[src/rtl/mem_access_stage.sv]
// MEM stage of the pipelined MIPS CPU: handshaked data-memory loads/stores, front-end stall
// generation, and the MEM/WB pipeline register.
module mem_access_stage #(
  parameter int unsigned TIMEOUT = 16
) (
  input  logic        clk,
  input  logic        rst,
  input  logic        RegWrite_i,
  input  logic        RegData_i,
  input  logic        MemRead_i,
  input  logic        MemWrite_i,
  input  logic [5:0]  Op_i,
  input  logic [31:0] ALUResult_i,
  input  logic [31:0] Data_i,
  input  logic [4:0]  Rd_i,
  output logic        dmem_req,
  output logic        dmem_we,
  output logic [31:0] dmem_addr,
  output logic [3:0]  dmem_be,
  output logic [31:0] dmem_wdata,
  input  logic        dmem_ack,
  input  logic [31:0] dmem_rdata,
  output logic        mem_stall,
  output logic        RegWrite_o,
  output logic        RegData_o,
  output logic [31:0] MemData_o,
  output logic [31:0] ALUResult_o,
  output logic [4:0]  Rd_o,
  output logic        misalign_o,
  output logic        bus_err_o
);

  typedef enum logic [1:0] {StIdle, StBusy, StDone} state_e;

  localparam logic [1:0] SzWord = 2'd0;
  localparam logic [1:0] SzByte = 2'd1;
  localparam logic [1:0] SzHalf = 2'd2;

  // Unknown opcodes carrying a memory request fall back to word size.
  function automatic logic [1:0] op_size(input logic [5:0] op);
    case (op)
      6'h20, 6'h24, 6'h28: op_size = SzByte;
      6'h21, 6'h25, 6'h29: op_size = SzHalf;
      default:             op_size = SzWord;
    endcase
  endfunction

  state_e      state;
  logic [7:0]  cnt;
  logic [5:0]  lat_op;
  logic [1:0]  lat_off;
  logic        lat_store;
  logic        lat_regwrite;
  logic        lat_regdata;
  logic [31:0] lat_alu;
  logic [4:0]  lat_rd;
  logic [31:0] rdata_word;

  logic        mem_op;
  logic        misaligned;
  logic        start;
  logic [1:0]  size_c;
  logic [3:0]  be_c;
  logic [31:0] wdata_c;

  always_comb begin
    size_c     = op_size(Op_i);
    mem_op     = MemRead_i | MemWrite_i;
    misaligned = ((size_c == SzWord) && (ALUResult_i[1:0] != 2'b00)) ||
                 ((size_c == SzHalf) && ALUResult_i[0]);
    case (size_c)
      SzByte: begin
        be_c    = 4'b0001 << ALUResult_i[1:0];
        wdata_c = {4{Data_i[7:0]}};
      end
      SzHalf: begin
        be_c    = ALUResult_i[1] ? 4'b1100 : 4'b0011;
        wdata_c = {2{Data_i[15:0]}};
      end
      default: begin
        be_c    = 4'b1111;
        wdata_c = Data_i;
      end
    endcase
    start     = (state == StIdle) && mem_op && !misaligned;
    mem_stall = start || (state == StBusy);
  end

  logic [1:0]  lat_size;
  logic        lat_signed;
  logic [7:0]  byte_v;
  logic [15:0] half_v;
  logic [31:0] load_data;

  always_comb begin
    lat_size   = op_size(lat_op);
    lat_signed = (lat_op == 6'h20) || (lat_op == 6'h21);
    case (lat_off)
      2'd0:    byte_v = rdata_word[7:0];
      2'd1:    byte_v = rdata_word[15:8];
      2'd2:    byte_v = rdata_word[23:16];
      default: byte_v = rdata_word[31:24];
    endcase
    half_v = lat_off[1] ? rdata_word[31:16] : rdata_word[15:0];
    case (lat_size)
      SzByte:  load_data = {{24{lat_signed & byte_v[7]}}, byte_v};
      SzHalf:  load_data = {{16{lat_signed & half_v[15]}}, half_v};
      default: load_data = rdata_word;
    endcase
    if (lat_store) load_data = 32'h0;
  end

  always_ff @(posedge clk or posedge rst) begin
    if (rst) begin
      state        <= StIdle;
      cnt          <= 8'h0;
      lat_op       <= 6'h0;
      lat_off      <= 2'b00;
      lat_store    <= 1'b0;
      lat_regwrite <= 1'b0;
      lat_regdata  <= 1'b0;
      lat_alu      <= 32'h0;
      lat_rd       <= 5'h0;
      rdata_word   <= 32'h0;
      dmem_req     <= 1'b0;
      dmem_we      <= 1'b0;
      dmem_addr    <= 32'h0;
      dmem_be      <= 4'h0;
      dmem_wdata   <= 32'h0;
      RegWrite_o   <= 1'b0;
      RegData_o    <= 1'b0;
      MemData_o    <= 32'h0;
      ALUResult_o  <= 32'h0;
      Rd_o         <= 5'h0;
      misalign_o   <= 1'b0;
      bus_err_o    <= 1'b0;
    end else begin
      misalign_o <= 1'b0;
      bus_err_o  <= 1'b0;

      case (state)
        StIdle: begin
          if (start) begin
            dmem_req     <= 1'b1;
            dmem_we      <= MemWrite_i;
            dmem_addr    <= {ALUResult_i[31:2], 2'b00};
            dmem_be      <= be_c;
            dmem_wdata   <= wdata_c;
            lat_op       <= Op_i;
            lat_off      <= ALUResult_i[1:0];
            lat_store    <= MemWrite_i;
            lat_regwrite <= RegWrite_i;
            lat_regdata  <= RegData_i;
            lat_alu      <= ALUResult_i;
            lat_rd       <= Rd_i;
            cnt          <= 8'h0;
            state        <= StBusy;
          end
        end
        StBusy: begin
          if (dmem_ack) begin
            rdata_word <= dmem_rdata;
            dmem_req   <= 1'b0;
            state      <= StDone;
          end else if (cnt == 8'(TIMEOUT - 1)) begin
            rdata_word <= 32'h0;
            dmem_req   <= 1'b0;
            bus_err_o  <= 1'b1;
            state      <= StDone;
          end else begin
            cnt <= cnt + 8'h1;
          end
        end
        default: state <= StIdle;
      endcase

      // MEM/WB register: bubble while stalled, retire on DONE, else pass through.
      if (mem_stall) begin
        RegWrite_o <= 1'b0;
      end else if (state == StDone) begin
        RegWrite_o  <= lat_regwrite;
        RegData_o   <= lat_regdata;
        MemData_o   <= load_data;
        ALUResult_o <= lat_alu;
        Rd_o        <= lat_rd;
      end else if (!mem_op) begin
        RegWrite_o  <= RegWrite_i;
        RegData_o   <= RegData_i;
        MemData_o   <= 32'h0;
        ALUResult_o <= ALUResult_i;
        Rd_o        <= Rd_i;
      end else begin
        RegWrite_o <= 1'b0;
        misalign_o <= 1'b1;
      end
    end
  end

endmodule
[config.mk]
export PLATFORM = sky130hd
export DESIGN_NAME = mem_access_stage
export DESIGN_NICKNAME = d
export VERILOG_FILES = /design/src/rtl/mem_access_stage.sv
export SDC_FILE = /design/constraint.sdc
export NUM_CORES = 1
export LEC_CHECK = 0
export CAP_MARGIN = 20
export CORE_ASPECT_RATIO = 1.25
export CORE_MARGIN = 2
export CORE_UTILIZATION = 48
export DETAILED_ROUTE_END_ITERATION = 12
export HOLD_SLACK_MARGIN = 0.15
export MAX_ROUTING_LAYER = met4
export PLACE_DENSITY = 0.77
export SLEW_MARGIN = 15
export SYNTH_ARGS = -nofsm -noshare
export SYNTH_HDL_FRONTEND = slang
export SYNTH_SLANG_ARGS = --single-unit
export TNS_END_PERCENT = 30
[constraint.sdc]
create_clock -name clk -period 6.7 [get_ports clk]
set_clock_uncertainty 0.15 [all_clocks]
set_input_delay 0.67 -clock clk [delete_from_list [all_inputs] [get_ports clk]]
set_output_delay 0.67 -clock clk [all_outputs]
set_load 0.01 [all_outputs]
### After elaboration in Yosys (flattened, before gate mapping)

Index checks and enable logic that the tools add are counted.

* word-level logic and storage cells: 117
* flip-flop bits (word level): 230
* output and inout bits: 144

* mux-type cells: 40
* bitwise gates (word level): 4
* shifts and indexed selects: 1
* eq/ne operators: 26
* add/subtract/negate cells: 1
* reductions and logical operators: 24

Operator list (count)
* $mux W32: 7
* $pmux W32 S2: 2
* $eq A6 B6 Y1 const B: 12
* $mux W8: 3
* $pmux W8 S3: 1
* $mux W16: 1
* $pmux W8 S2: 1
* $mux W1: 14
* $pmux W2 S2: 3
* $reduce_or A3 Y1: 4
* $mux W5: 2
* $add A8 B1 Y8 const B: 1
* $eq A2 B1 Y1 const B: 4
* $eq A2 B2 Y1 const B: 4
* $eq A8 B4 Y1 const B: 1
* $pmux W4 S2: 1
* $reduce_and A2 Y1: 4
* $logic_not A2 Y1: 3
* $mux W2: 3
* $ne A2 B2 Y1 const B: 3
* $reduce_bool A2 Y1: 3
* $logic_and A1 B1 Y1: 4
* $mux W4: 1
* $reduce_and A4 Y1: 1
* 10 further kinds: 13

### Logic depth before layout (Yosys ltp)

Gate-level depths: netlist of run 1.

* depth in word-level cells: 11
* depth in mapped cells: 11
* mapped depth without buffers: 9

### Worst setup path after synthesis of run 1

No wires, ideal clock.

* path type: in2out
* from: input port Op_i[1]
* to: output port mem_stall
* path slack: 3622 ps
* cell stages on the path: 9
* arrival time: 2258 ps
* cells stage by stage: nor2_1 -> nand4_1 -> ha_1 -> a21o_1 -> a2111o_1 -> buf_6 -> buf_6 -> buf_2 -> nand2_1

* longest elaborated chain between the ends: 9
* elaborated cells between the ends (all ways): 17
* those cells by class: 7 x eq/ne; 1 x mux; 9 x reduce/logical

RTL lines
* from (decl): RTL line 12 `input logic [5:0] Op_i,`
* $eq A6 B6 Y1: RTL line 41 `case (op)`
* $reduce_or A3 Y1: RTL line 41
* $pmux W2 S2 (*): RTL line 41
* $eq A2 B2 Y1 / $logic_not A2 Y1 (equally long branches): RTL line 70, 69
* $logic_and A1 B1 Y1 (on tied branches): RTL line 70, 69
* $logic_or A1 B1 Y1 (*): RTL line 69 `misaligned = ((size_c == SzWord) && (ALUResult_i[1:0] != 2'b00)) ||`
* $logic_not A1 Y1 (*): RTL line 85 `start = (state == StIdle) && mem_op && !misaligned;`
* $logic_and A1 B1 Y1 (*): RTL line 85
* $logic_or A1 B1 Y1 (*): RTL line 86 `mem_stall = start || (state == StBusy);`
* to (decl): RTL line 23 `output logic mem_stall,`

Every way passes the cells marked *; elsewhere a longest branch is shown, timed or not.

### Worst setup path after layout of run 1

* from: input port Op_i[3]
* to: output port mem_stall

The elaborated chain is that of the path after synthesis.

==> metrics.cfg, run 1 <==
[status]
run_status = finished, final reports clean

[worst_hold_path]
hold-path-cell-count = 2
whs_endpoint = lat_regwrite$_DFFE_PP0P_
hp-start = lat_regwrite$_DFFE_PP0P_
min_path_type = reg -> reg

[power_and_ir_drop]
total_power_mw = 4.422
irDropWorstVdd_v = 0.0002045
power_density_nw_per_um2 = 366.4
leakagePower_nw = 5.654

[setup_path]
critPathLaunch = Op_i[3]
worstPathArrival_ns = 3.64
reg2reg_slack_ns = 3.31
rr_worst_depth = 8
critPathRequiredTime_ns = 5.88
path_class = in -> out
cp_max_fo = 53
startpoint_type = input pin
reg2reg_to = MemData_o[6]$_DFFE_PP0P_
reg2reg_from = lat_op[1]$_DFFE_PP0P_
cp-end-kind = output pin

[clocking]
insertion_delay_ns = 0.43
cts_made_buffers = 17
tritoncts = done
cts_buffer_depth = 2
cts_root_buffer = clkbuf_16
path_clk_slew_ns = 0.07
hold_buffers = 0
cts.sinks = 198
cts_setup_buffers = 0
htree_levels = 4
cts-resized-gates = 0

[timing]
period_minus_slack_ns = 4.461
finalHoldViolations = 0
drv_slew = 0
fmax_mhz = 224.2
worst_slack_ns = 2.239
setup_viol = 0
rsz0062_at_grt = false
finalSetupTns_ns = 0
slew_headroom_pct = 27.44
period_share_pct = 66.58
tightest_slew_ns = 1.088

[placed_design]
hpwlAfterDp_um = 17060
numPortBuffers = 255
dp_cells = 1330
place_worst_setup_slack_ns = 2.258
finalWeightedCongestion = 0.8496

[route]
via_count = 7473
first_pass_iters = 5
drtIter0Drc = 608
wl_per_cell_um = 18.29
drtAntennaViolNets = 0
drt-total-wl_um = 24910
post_drt_via_cell_ratio = 5.487
drc = 0

[floorplanning]
die-area_um2 = 20120
row_count = 56
core_area_um2 = 18710
io_pins = 258
die_y_um = 158.1
die_w_um = 127.3
initial_core_util_pct = 48.73

[grt]
antenna_found_initial = 1
grt.total_usage_pct = 25.41
grt_pass1_wl_um = 39040
grt_max_degree = 136
grt-ovfl-total = 0
grt_pass1_vias = 7182

[layout]
final_common_cell = nand2_1
syn2layout_area_growth_pct = 32.38
final_core_util_pct = 64.51
layout-drive-gt1-share_pct = 5.934
multi_input_area_um2 = 3588
final-seq-area_um2 = 4955
fillers = 1520
fin_cells = 1362
layout_common_cells = nand2_1 (279), clkdlybuf4s50_1 (255), dfrtp_1 (198)
final_nets = 1237

[synthesis]
ys_seq_area_share_pct = 54.35
synth.distinct_cells = 54
ys.flop_type = dfrtp_1
ys_warn_count = 0
ys_ff_latch = 198
synth_edf_count = 0
syn_inst = 932
synth.avg_cell_area_um2 = 9.781
synthArstFlopShare_pct = 100.0
syn-cell-area_um2 = 9116

[flow_run]
drv_cap = 0

## critical path: stages
cell and delay, ns:
clkdlybuf4s50_1 0.49, nand2_1 0.15, nand4_1 0.19, inv_1 0.06, ha_1 0.32, a21o_1 0.25, a2111o_2 0.77, nand2_1 0.18
clkdlybuf4s50_1 0.55
## worst max path at each step
stage | end | slack, ns | depth (start not counted)
finish | mem_stall | 2.24 | 9
global route | mem_stall | 2.03 | 9
CTS | mem_stall | 2.22 | 9
detailed placement | mem_stall | 2.26 | 9
global placement | mem_stall | 2.28 | 9
floorplan | ALUResult_o[0]$_DFFE_PP0P_ | 0.48 | 1
## cell families (layout without fill, tap and decap cells)
group                      count (synthesis)  in the layout  share of synthesized area [%]
xor gates and xnor gates                   4              4                         0.3844
muxes                                     49             49                          5.504
buffers and inverters                    109            305                          6.506
DFF                                      198            198                          54.35
and+or+nand+nor                          332            332                          15.08
AOI/OAI and AO/OA                        232            232                          17.20
other                                      1              3                        0.04114
adders and majority gates                  7              7                         0.9333
## metrics by stage
| stage | cell area (um2) | hold WS (ns) |
|---|---|---|
| after floorplan | 9120 | 0.2865 |
| after global placement | 11490 | 0.2984 |
| after detailed placement | 11490 | 0.3093 |
| after CTS | 12070 | 0.3215 |
| after global routing | 12070 | 0.3419 |
| final | 12070 | 0.3234 |
## synthesized netlist by cell type, types with 8 or more instances
cell	number	area, um2
a211oi_1	10	75.07
a21oi_1	13	65.06
a221o_1	8	80.08
a22o_1	49	429.2
a22oi_1	8	60.06
buf_2	30	150.1
buf_4	33	247.7
clkbuf_1	31	116.4
dfrtp_1	198	4955
inv_1	11	41.29
mux2_2	9	101.4
mux2i_1	40	400.4
nand2_1	280	1051
nor2_1	10	37.54
nor3b_1	10	75.07
o21ai_0	90	450.4
o21ai_1	8	40.04
o22ai_1	8	50.05
## state kept, by name (all words and copies together) (netlist names), 2 cells and up
name,flops
cnt,8
lat_op,6
ALUResult_o,32
MemData_o,32
lat_rd,5
dmem_wdata,32
Rd_o,5
rdata_word,32
dmem_be,4
lat_alu,31
state,2
## per-layer routing
| metal | routed length (um) | share of wire, % | global-route usage [%] |
|---|---|---|---|
| met1 | 10700 | 43 | 33.03 |
| met2 | 12590 | 51 | 40.95 |
| met3 | 979 | 3.9 | 4.224 |
| met4 | 643 | 2.6 | 8.268 |
| met5 | 0 | 0 | - |
## final cells by class
cell class              instances  area share (%)
repair buffers                263           21.65
inverters                      11          0.4044
clock buffers                  17           3.525
well taps                     232           2.405
flip-flops and latches        198           41.06
diodes                          1         0.02074
multi-input cells             626           29.74
clock inverters                14           1.203
## where the power goes
part / internal, mW / switching (mW) / leakage, nW
Combinational: 0.818 / 0.695 / 2.87
Sequential: 1.57 / 0.331 / 2.50
Clock: 0.523 / 0.482 / 0.276
(Power assumes the default switching activity.)
==> run 2: changes to the inputs <==
==> constraint.sdc (replaced) <==
create_clock -name clk -period 4.35 [get_ports clk]
set_clock_uncertainty 0.15 [all_clocks]
set_input_delay 0.435 -clock clk [delete_from_list [all_inputs] [get_ports clk]]
set_output_delay 0.435 -clock clk [all_outputs]
set_load 0.01 [all_outputs]
==> run 2 against run 1 <==
Worst hold slack better by 0.0012 ns. Final cell count is 0.15% higher. Wire length is 0.30% lower. Global-route usage is 0.073 points higher. Die area stayed put. Final area is 0.71% higher. Sequential power is 54% higher. Setup slack worse by 1.5 ns. Critical path type unchanged.
==> metrics.cfg, run 2 (synthesis gave the netlist of run 1 again) <==
[route]
wl_per_cell_um = 18.21  ; was 18.29 um
drt-total-wl_um = 24830  ; was 24910 um
first_pass_iters = 5  ; unchanged
post_drt_via_cell_ratio = 5.508  ; was 5.487
via_count = 7513  ; was 7473
drtIter0Drc = 595  ; was 608
drtAntennaViolNets = 0  ; unchanged
drc = 0  ; unchanged

[clocking]
cts_root_buffer = clkbuf_16  ; unchanged
cts_made_buffers = 17  ; unchanged
htree_levels = 4  ; unchanged
insertion_delay_ns = 0.43  ; about the same
hold_buffers = 0  ; unchanged
tritoncts = done  ; unchanged
path_clk_slew_ns = 0.07  ; about the same
cts-resized-gates = 0  ; unchanged
cts.sinks = 198  ; unchanged
cts_setup_buffers = 0  ; unchanged
cts_buffer_depth = 2  ; unchanged

[floorplanning]
die_y_um = 158.1  ; unchanged
row_count = 56  ; unchanged
core_area_um2 = 18710  ; unchanged
die_w_um = 127.3  ; unchanged
io_pins = 258  ; unchanged
die-area_um2 = 20120  ; unchanged
initial_core_util_pct = 48.73  ; unchanged

[setup_path]
cp_max_fo = 13  ; was 53
cp-endpoint = mem_stall  ; unchanged
reg2reg_slack_ns = 0.99  ; was 3.31 ns
startpoint_type = input pin  ; unchanged
critPathLaunch = Op_i[2]  ; was Op_i[3]
path_class = in -> out  ; unchanged
rr_worst_depth = 8  ; unchanged
critPathRequiredTime_ns = 3.76  ; was 5.88 ns
cp-end-kind = output pin  ; unchanged
worstPathArrival_ns = 3.00  ; was 3.64 ns
reg2reg_to = MemData_o[2]$_DFFE_PP0P_  ; was MemData_o[6]$_DFFE_PP0P_
reg2reg_from = lat_op[1]$_DFFE_PP0P_  ; unchanged

[layout]
final_core_util_pct = 64.96  ; was 64.51%
layout_common_cells = nand2_1 (279), clkdlybuf4s50_1 (255), dfrtp_1 (198)  ; unchanged
design_area_um2 = 12150  ; was 12070 um2
antenna_cells = 0  ; was 1
syn2layout_area_growth_pct = 33.31  ; was 32.38%
layout-drive-gt1-share_pct = 6.184  ; was 5.934%
fin_cells = 1364  ; was 1362
final_nets = 1239  ; was 1237
final_common_cell = nand2_1  ; unchanged

[placed_design]
dp_cells = 1331  ; was 1330
dpl_cell_area_um2 = 11540  ; was 11490 um2
numPortBuffers = 255  ; unchanged
finalWeightedCongestion = 0.8278  ; was 0.8496
hpwlAfterDp_um = 17060  ; about the same

[timing]
period_share_pct = 82.47
setup_viol = 0  ; unchanged
finalSetupTns_ns = 0  ; unchanged
rsz0062_at_grt = false  ; unchanged
fmax_mhz = 278.8
finalHoldViolations = 0  ; unchanged
drv_slew = 0  ; unchanged
tightest_slew_ns = 1.062  ; was 1.088 ns
period_minus_slack_ns = 3.587
slew_headroom_pct = 29.17  ; was 27.44%

[flow_run]
drv_cap = 0  ; unchanged

[grt]
grt.total_usage_pct = 25.48  ; was 25.41%
grt_max_degree = 109  ; was 136
grt_pass1_wl_um = 39070  ; was 39040 um
grt_pass1_vias = 7268  ; was 7182
antenna_found_initial = 0  ; was 1
grt-ovfl-total = 0  ; unchanged

[power_and_ir_drop]
leakagePower_nw = 5.694  ; was 5.654 nW
irDropWorstVdd_v = 0.0003110  ; was 0.0002045 V
power_density_nw_per_um2 = 566.1  ; was 366.4 nW/um2

[worst_hold_path]
min_path_type = reg -> reg  ; unchanged
hold-path-cell-count = 2  ; unchanged

[status]
run_status = finished, final reports clean  ; unchanged

[run 2: cell types whose count changed in the layout (fill, tap and decap cells not counted)]
cell        previous run  this run
inv_8                  4         2
inv_6                  2         3
clkbuf_8               0         2
buf_4                  8         6
diode_2                1         0
clkinvlp_4             2         3
clkinv_4               5         0
buf_12                 0         4
clkinv_2               1         4
bufinv_16              1         2
[run 2: area by class of cell]
class / instances / area [um2]
tap: 232 / 290.3
timing repair buffer: 265 / 2678
clock inverter: 13 / 143.9
clock buffer: 19 / 452.9
fill: 1496 / 6555
sequential: 198 / 4955
inverter: 11 / 45.04
multi-input combinational: 626 / 3588
[run 2: routing by layer]
| metal | global-route usage (%) | share of wire, % | up-vias | routed length [um] |
|---|---|---|---|---|
| met5 | - | 0 | - | 0 |
| met4 | 10.73 | 3.3 | 0 | 812 |
| met3 | 3.143 | 4.2 | 52 | 1047 |
| met2 | 40.97 | 50 | 256 | 12440 |
| met1 | 32.90 | 42 | 3635 | 10530 |
| li1 | - | - | 3570 | - |
[run 2: worst max-delay path, stage by stage]
cell             delay [ns]
clkdlybuf4s50_1        0.49
nand2_1                0.17
nand4_1                0.21
inv_1                  0.06
ha_1                   0.33
a21o_1                 0.25
a2111o_2               0.43
nand2_1                0.07
clkdlybuf4s50_1        0.54
[run 2: how the worst min path moves through the flow]
stage,start,to
detailed placement,lat_op[4]$_DFFE_PP0P_,lat_op[4]$_DFFE_PP0P_
CTS,lat_op[4]$_DFFE_PP0P_,lat_op[4]$_DFFE_PP0P_
finish,lat_op[4]$_DFFE_PP0P_,lat_op[4]$_DFFE_PP0P_
floorplan,lat_op[5]$_DFFE_PP0P_,lat_op[5]$_DFFE_PP0P_
global placement,lat_regwrite$_DFFE_PP0P_,lat_regwrite$_DFFE_PP0P_
global route,lat_rd[3]$_DFFE_PP0P_,lat_rd[3]$_DFFE_PP0P_
[run 2: power by group]
group          switching [mW]  internal [mW]  total (mW)  leakage, nW
logic                    1.07           1.27        2.33         2.90
clock network           0.729          0.888        1.62        0.294
registers               0.506           2.42        2.93         2.50
total                    2.30           4.58        6.88         5.69
[run 2: per-stage QoR]
stage / hold WS, ns / setup slack, ns / total power, mW
finish: 0.3246 / 0.7628 / 6.880
detailed placement: 0.3095 / 0.5563 / 5.291
global route: 0.3452 / 0.6198 / 7.260
floorplan: 0.2865 / 1.205 / 4.120
global placement: 0.3032 / 0.6389 / 5.231
CTS: 0.3266 / 0.7759 / 6.914
==> run 3: changes to the inputs <==
==> constraint.sdc (replaced) <==
create_clock -name clk -period 3.5 [get_ports clk]
set_clock_uncertainty 0.15 [all_clocks]
set_input_delay 0.35 -clock clk [delete_from_list [all_inputs] [get_ports clk]]
set_output_delay 0.35 -clock clk [all_outputs]
set_load 0.01 [all_outputs]
==> run 3 against run 2 <==
Global-route usage rose by 0.17 points. Flip-flop and latch count stayed put. Critical path type unchanged. Sequential power rose by 24%. Worst hold slack worse by 0.062 ns. Critical endpoint unchanged. Non-clock buffer count increased by 8. First-iteration DRC count increased by 0.34%. Total power increased by 24%. Largest cell class unchanged. Via count rose by 1.1%. Combinational power up 26%. Clock-buffer cell count unchanged. Clock power is 20% higher. Critical path depth decreased by 1.
==> metrics.cfg, run 3 (synthesis gave the netlist of run 1 again) <==
[clocking]
cts_made_buffers = 17  ; unchanged
cts_buffer_depth = 2  ; unchanged
hold_buffers = 0  ; unchanged
insertion_delay_ns = 0.43  ; about the same
path_clk_slew_ns = 0.07  ; about the same
cts.sinks = 198  ; unchanged
cts_setup_buffers = 0  ; unchanged
htree_levels = 4  ; unchanged
cts-resized-gates = 0  ; unchanged
tritoncts = done  ; unchanged
cts_root_buffer = clkbuf_16  ; unchanged

[layout]
layout-drive-gt1-share_pct = 6.842  ; was 6.184%
fillers = 1520  ; was 1496
fin_cells = 1372  ; was 1364
syn2layout_area_growth_pct = 33.96  ; was 33.31%
layout_common_cells = nand2_1 (279), clkdlybuf4s50_1 (255), dfrtp_1 (198)  ; unchanged
design_area_um2 = 12210  ; was 12150 um2
final_common_cell = nand2_1  ; unchanged
antenna_cells = 0  ; unchanged
final_nets = 1247  ; was 1239
multi_input_area_um2 = 3588  ; unchanged
final-seq-area_um2 = 4955  ; unchanged

[grt]
grt.total_usage_pct = 25.65  ; was 25.48%
use_met2_pct = 41.86  ; was 40.97%
grt_max_degree = 123  ; was 109
grt.busiest_layer = met2  ; unchanged
use_met3_pct = 3.278  ; was 3.143%
grt_use_met1_pct = 33.15  ; was 32.90%
antenna_found_initial = 0  ; unchanged
grt_pass1_wl_um = 39290  ; was 39070 um
grt-ovfl-total = 0  ; unchanged
grt_pass1_vias = 7264  ; was 7268

[timing]
finalSetupTns_ns = 0  ; unchanged
fmax_mhz = 310.4
slew_headroom_pct = 45.97  ; was 29.17%
finalHoldViolations = 0  ; unchanged
drv_slew = 0  ; unchanged
setup_viol = 0  ; unchanged
period_share_pct = 92.05
rsz0062_at_grt = false  ; unchanged
period_minus_slack_ns = 3.222
tightest_slew_ns = 0.8043  ; was 1.062 ns

[placed_design]
dpl_cell_area_um2 = 11600  ; was 11540 um2
dp_cells = 1339  ; was 1331
hpwlAfterDp_um = 17560  ; was 17060 um
numPortBuffers = 255  ; unchanged
finalWeightedCongestion = 0.8752  ; was 0.8278

[setup_path]
cp_max_fo = 3  ; was 13
reg2reg_slack_ns = 0.53  ; was 0.99 ns
worstPathArrival_ns = 2.72  ; was 3.00 ns
reg2reg_from = lat_op[1]$_DFFE_PP0P_  ; unchanged
startpoint_type = input pin  ; unchanged
cp-end-kind = output pin  ; unchanged
critPathRequiredTime_ns = 3.00  ; was 3.76 ns
rr_worst_depth = 8  ; unchanged
path_class = in -> out  ; unchanged
reg2reg_to = MemData_o[20]$_DFFE_PP0P_  ; was MemData_o[2]$_DFFE_PP0P_

[power_and_ir_drop]
power.share.switching_pct = 34.32  ; was 33.44%
p_seq_share_pct = 42.6  ; about the same
irDropWorstVdd_v = 0.0004694  ; was 0.0003110 V
total_power_mw = 8.517  ; was 6.880 mW
p_comb_share_pct = 34.6  ; was 33.9%
p_int_mw = 5.594  ; was 4.580 mW
p_sw_mw = 2.923  ; was 2.301 mW
leakagePower_nw = 5.729  ; was 5.694 nW
clkPwrFrac_pct = 22.8  ; was 23.5%
power_density_nw_per_um2 = 697.5  ; was 566.1 nW/um2

[floorplanning]
die_w_um = 127.3  ; unchanged
die_y_um = 158.1  ; unchanged
die-area_um2 = 20120  ; unchanged
io_pins = 258  ; unchanged
row_count = 56  ; unchanged
initial_core_util_pct = 48.73  ; unchanged
core_area_um2 = 18710  ; unchanged

[route]
drt-total-wl_um = 25170  ; was 24830 um
post_drt_via_cell_ratio = 5.538  ; was 5.508
drc = 0  ; unchanged
via_count = 7598  ; was 7513
drtAntennaViolNets = 0  ; unchanged
wl_per_cell_um = 18.35  ; was 18.21 um
drtIter0Drc = 597  ; was 595
first_pass_iters = 6  ; was 5

[flow_run]
drv_cap = 0  ; unchanged

[worst_hold_path]
min_path_type = in -> async  ; was reg -> reg

[status]
run_status = finished, final reports clean  ; unchanged

[run 3: how the worst max path moves through the flow]
stage / from / endpoint / slack [ns] / cells past startpoint
final: Op_i[2] / mem_stall / 0.28 / 8
after global routing: Op_i[3] / mem_stall / 0.20 / 8
after CTS: Op_i[2] / mem_stall / 0.31 / 9
after detailed placement: Op_i[2] / dmem_wdata[22]$_DFFE_PP0P_ / 0.12 / 10
after global placement: Op_i[2] / dmem_wdata[20]$_DFFE_PP0P_ / 0.20 / 10
after floorplan: rst / ALUResult_o[0]$_DFFE_PP0P_ / 0.44 / 1
[run 3: through the flow]
step | worst slack [ns] | hold WS [ns] | utilization (%)
final | 0.2782 | 0.2631 | 65.28
after global routing | 0.2048 | 0.2968 | 65.28
after CTS | 0.3104 | 0.2804 | 65.13
after detailed placement | 0.1210 | 0.3057 | 61.99
after global placement | 0.2002 | 0.3044 | 61.99
after floorplan | 0.4396 | 0.2865 | -
[run 3: area by class of cell]
cell class                 instances  share of cell area, %
timing repair buffer             273                  22.48
clock inverter                    13                  1.107
clock buffer                      19                  3.709
multi-input combinational        626                  29.39
sequential                       198                  40.57
inverter                          11                 0.3689
tap                              232                  2.377
[run 3: power groups by stage]
stage / registers, mW / logic, mW / clock network (mW)
after floorplan: 3.64 / 1.48 / 0
after global placement: 3.64 / 2.88 / 0
after detailed placement: 3.65 / 2.95 / 0
after CTS: 3.62 / 2.96 / 1.97
after global routing: 3.71 / 3.20 / 2.07
final: 3.63 / 2.94 / 1.95
[run 3: layer usage]
metal / share of wire [%] / routed length [um] / vias up
li1: - / - / 3588
met1: 41 / 10380 / 3708
met2: 51 / 12960 / 260
met3: 4.6 / 1159 / 42
met4: 2.7 / 672 / 0
met5: 0 / 0 / -
[run 3: critical path: stages]
cell and delay (ns):
clkdlybuf4s50_1 0.43, nand2_1 0.22, nand4_1 0.21, ha_1 0.27, a21o_1 0.20, a2111o_2 0.44
nand2_1 0.07, clkdlybuf4s50_1 0.53
